--- src/rtl/bnn_inst_loader.sv ---
// Program loader and run sequencer for the BNN controller: streams a host program into the
// instruction SRAM, arms and releases the controller, and stops it once its PC passes the program end.
module bnn_inst_loader #(
    parameter int INST_W = 16,
    parameter int ADDR_W = 11
) (
    input  logic              clk,
    input  logic              rst,
    input  logic              cfg_start,
    input  logic              cfg_run,
    input  logic              cfg_abort,
    input  logic [ADDR_W:0]   cfg_len,
    input  logic              host_valid,
    input  logic [INST_W-1:0] host_data,
    output logic              host_ready,
    input  logic              pause_req,
    input  logic [ADDR_W-1:0] ctrl_pc_addr,
    output logic              ctrl_rst,
    output logic              ctrl_pause,
    output logic [ADDR_W+1:0] instsram_ctrl,
    output logic [INST_W-1:0] instsram_wdata,
    output logic              done,
    output logic              err
);

    localparam logic [ADDR_W:0] MAX_LEN = {1'b1, {ADDR_W{1'b0}}};

    typedef enum logic [2:0] {
        IDLE,
        LOAD,
        ARM,
        RUN,
        DONE
    } state_t;

    state_t state, state_nx;

    logic [ADDR_W:0]   len_q;
    logic [ADDR_W:0]   wr_cnt;
    logic              wr_pend;
    logic [ADDR_W-1:0] wr_addr;
    logic [INST_W-1:0] wr_data;
    logic              err_q;

    logic accept_cfg;
    logic len_ok;
    logic start_go;
    logic start_bad;
    logic run_go;
    logic xfer;
    logic last_xfer;
    logic at_end;

    // Configuration pulses are only honoured while the controller is parked.
    assign accept_cfg = (state == IDLE) || (state == DONE);
    assign len_ok     = (cfg_len != '0) && (cfg_len <= MAX_LEN);
    assign start_go   = !cfg_abort && cfg_start && accept_cfg && len_ok;
    assign start_bad  = !cfg_abort && cfg_start && accept_cfg && !len_ok;
    assign run_go     = !cfg_abort && !cfg_start && cfg_run && accept_cfg && (len_q != '0);

    // Abort outranks the stream, so ready drops in the abort cycle itself.
    assign host_ready = (state == LOAD) && !cfg_abort;
    assign xfer       = host_valid && host_ready;
    assign last_xfer  = xfer && (wr_cnt == len_q - 1'b1);
    assign at_end     = {1'b0, ctrl_pc_addr} >= len_q;

    always_ff @(posedge clk) begin
        if (rst) begin
            state <= IDLE;
        end else begin
            state <= state_nx;
        end
    end

    always_comb begin
        state_nx = state;
        if (cfg_abort) begin
            state_nx = IDLE;
        end else begin
            case (state)
                IDLE, DONE: begin
                    if (start_go) begin
                        state_nx = LOAD;
                    end else if (run_go) begin
                        state_nx = ARM;
                    end
                end
                LOAD: begin
                    if (last_xfer) begin
                        state_nx = ARM;
                    end
                end
                ARM: state_nx = RUN;
                RUN: begin
                    if (at_end) begin
                        state_nx = DONE;
                    end
                end
                default: state_nx = IDLE;
            endcase
        end
    end

    always_ff @(posedge clk) begin
        if (rst) begin
            len_q   <= '0;
            wr_cnt  <= '0;
            wr_pend <= 1'b0;
            wr_addr <= '0;
            wr_data <= '0;
            err_q   <= 1'b0;
        end else begin
            wr_pend <= xfer;
            if (xfer) begin
                wr_addr <= wr_cnt[ADDR_W-1:0];
                wr_data <= host_data;
                wr_cnt  <= wr_cnt + 1'b1;
            end
            if (cfg_abort) begin
                len_q <= '0;
            end else if (start_go) begin
                len_q  <= cfg_len;
                wr_cnt <= '0;
                err_q  <= 1'b0;
            end else if (start_bad) begin
                err_q <= 1'b1;
            end
        end
    end

    always_comb begin
        ctrl_rst       = 1'b1;
        ctrl_pause     = 1'b1;
        done           = 1'b0;
        instsram_wdata = wr_data;
        // A write registered in the last LOAD/ARM cycle is suppressed if an abort lands on it.
        if (wr_pend && !cfg_abort) begin
            instsram_ctrl = {1'b0, 1'b0, wr_addr};
        end else begin
            instsram_ctrl = {1'b1, 1'b1, {ADDR_W{1'b0}}};
        end
        case (state)
            RUN: begin
                ctrl_rst      = 1'b0;
                ctrl_pause    = pause_req;
                instsram_ctrl = {1'b1, 1'b0, ctrl_pc_addr};
            end
            DONE: begin
                ctrl_rst = 1'b0;
                done     = 1'b1;
            end
            default: ;
        endcase
    end

    assign err = err_q;

endmodule
--- config.mk ---
export PLATFORM = sky130hd
export DESIGN_NAME = bnn_inst_loader
export DESIGN_NICKNAME = d
export VERILOG_FILES = /design/src/rtl/bnn_inst_loader.sv
export SDC_FILE = /design/constraint.sdc
export NUM_CORES = 1
export LEC_CHECK = 0
export ABC_AREA = 1
export BUFFER_PORTS_ARGS = -buffer_cell sky130_fd_sc_hd__buf_2
export CORE_MARGIN = 4
export CORE_UTILIZATION = 45
export DETAILED_ROUTE_END_ITERATION = 16
export GPL_TIMING_DRIVEN = 0
export PLACE_DENSITY_LB_ADDON = 0.1
export SYNTH_ARGS = -nofsm -noshare
export SYNTH_HDL_FRONTEND = slang
export SYNTH_SLANG_ARGS = --single-unit
export TNS_END_PERCENT = 1
--- constraint.sdc ---
create_clock -name clk -period 2.15 [get_ports clk]
set_input_delay 0.215 -clock clk [delete_from_list [all_inputs] [get_ports clk]]
set_output_delay 0.215 -clock clk [all_outputs]
set_load 0.01 [all_outputs]
==> results.toml <==
[logic_synthesis]
synth_top_cell_by_area = "dfxtp_1"
yosys_warnings = 0
syn-cell-area_um2 = 3080
synth_cell_types = 29
synth_seq_area_share = 0.364
synth_area_leaders = "dfxtp_1, nand2_1, nor2_1"
syn_avg_cell_area_um2 = 6.79
synth_cells = 453
synth_nets = 512
synth_top_area_share = 0.364
synth-seq-cells = 56

[pwr]
combPwrFrac = 0.142
pwr-share-clk = 0.313
sequentialPowerShare = 0.546
p_sw_frac = 0.284
p_leak_nw = 1.75
power_w = 0.00195
internal_power_w = 0.00140
ir_drop_mv = 0.323
powerDensity_nw_per_um2 = 528
switchingPower_w = 0.000555

[drt]
dr.pass1.iters = 4
vias_per_cell = 5.13
totalWireLength_mm = 8.35
drt_iter0_markers = 143
num_vias = 3164
wl_per_cell_um = 13.5
postRouteAntennaNets = 0
drc = 0

[clock_network]
clkTransAtPathRegs_ps = 110
clock-root-buffer = "clkbuf_8"
post_cts_buffers = 0
clk_path_buf_depth = 2
cts_sinks = 56
cts_hold_buf = 0
cts_tree = "built"
cts_made_buffers = 5
clkLatencyLatePin_ps = 310
htreeDepth = 2

[sta]
max_freq_ghz = 0.497
slew_viol_final = 0
hold_viol = 0
finalSetupViolCount = 0
worst_slew_pin_slew_ps = 486
finalCritPeriodShare = 0.935
relSlewSlack = 0.676
fin_setup_tns_ps = 0
fin_crit_ps = 2010
hold_slack_ps = 115
skew_ps = 8.80

[setup_path]
start_kind = "flip-flop"
slowest_delay_ps = 410
critPathSlowestCell = "dfxtp_1"
worstSetupPathType = "reg2out"
path_cells = "inv_1 > nor3_4 > buf_4 > nand2_1 > o21ai_0 > buf_2"
cp-end-kind = "primary output"
crit_arrival_ps = 1800
crit_buf_inv = 3
required_ps = 1930
path_max_fanout = 10
cpLargestDelayFamily = "buffers and inverters"

[global_routing]
grt_max_degree = 19
antenna_found_initial = 0
grt_pass1_vias = 3059
grt.total_usage = 0.207
grt_pass1_wl_mm = 14.2
grt.overflow.total = 0

[floorplan]
fp-row-count = 29
top_level_ports = 80
die_h_um = 90.7
coreArea_um2 = 6490
start_util = 0.474
die_area_um2 = 8230
die_x_um = 90.7

[cells_and_area]
nFillCells = 661
final_cell_mix = "buf_2, nand2_1, nor2_1"
fin_util = 0.569
regArea_um2 = 1120
syn_to_final_growth_pct = 20.1
finalNetCount = 598
drive_gt1_frac = 0.207
fin_cells = 617
diodes = 0
final_common_cell = "buf_2"
multiInputGateArea_um2 = 1730

[placement]
dp.cells = 609
gp_congestion = 0.878
portBuffers = 79
dp_hpwl_mm = 6.58

[outcome]
outcome = "complete, no violations"

[run]
max-cap-violations = 0

[min_path]
hp-class = "in2reg"
stage by stage:
| step | setup WS, ps | cell area [um^2] |
|---|---|---|
| finish | 139 | 3700 |
| global route | -24.8 | 3700 |
| CTS | 11.4 | 3670 |
| detailed placement | 10.9 | 3570 |
| global placement | 61.2 | 3570 |
| floorplan | 476 | 3080 |
metal layers:
metal	up-vias	global-route usage	wire [um]
li1	1626	-	-
met1	1461	0.268	3920
met2	73	0.361	3940
met3	4	0.0392	457
met4	0	0.0332	31
met5	-	0	0
Yosys cell counts (all sizes together):
cell type   n
or2         1
dfxtp      56
inv        52
and3        1
o21a        2
nand2      84
ha         13
nand4       5
xnor2       7
clkbuf      9
a21oi      32
nand3      30
nor4        1
nand3b      1
o21ai      53
nor3        6
o211ai      1
nor2       81
nor3b       1
buf         6
xor2       11
worst register-to-register path, stage by stage, from the launching register on:
cell and delay [ps]:
dfxtp_1 360, inv_1 150, ha_4 190, nand3_2 140, nor2_4 150, nand2_1 90
nand2_1 80, nand2_1 50, nand2_1 50, nand2_1 50, nor2_1 100, nand3_1 110
nand2_1 120, nand4_1 90, nand2_1 90, inv_1 40
kinds of logic after synthesis:
logic type,count (synthesis),share of synthesized area
AOI/OAI and AO/OA,88,0.146
adders and majority gates,13,0.0528
xor gates and xnor gates,18,0.0512
DFF,56,0.364
and+or+nand+nor,211,0.302
buffers and inverters,67,0.0837
power groups by stage:
stage / clock network [W] / logic, W / registers (W)
final: 0.000610 / 0.000276 / 0.00107
after detailed placement: 0 / 0.000270 / 0.00109
after floorplan: 0 / 0.000164 / 0.00109
after global placement: 0 / 0.000265 / 0.00109
after CTS: 0.000612 / 0.000273 / 0.00107
after global routing: 0.000665 / 0.000318 / 0.00107
sequential cells by signal (all words and copies together), names as in the netlist:
signal,cells
len_q,12
wr_addr,11
wr_pend,1
wr_cnt,12
err,1
instsram_wdata,16
state,3
worst paths after layout:
check	slack, ps	cells past startpoint	end	start
setup reg to reg	210	15	state[0]	len_q[0]
hold / removal	110	2	wr_addr[0]	rst
hold reg to reg	460	2	wr_addr[2]	wr_addr[2]
setup / recovery	140	6	instsram_ctrl[8]	state[0]
what timing repair did:
item | CTS | global route
resized for setup | 2 | 8
endpoints found under the setup margin | 13 | 11
pin swaps | 0 | 0
area by class of cell:
| type | instances | area share |
|---|---|---|
| buffer | 15 | 0.0179 |
| clock buffer | 5 | 0.0186 |
| clock inverter | 3 | 0.00609 |
| inverter | 52 | 0.0528 |
| multi-input combinational | 330 | 0.468 |
| sequential | 56 | 0.303 |
| tap | 77 | 0.0261 |
| timing repair buffer | 79 | 0.107 |
No activity file was read; power rests on OpenSTA's default activity.
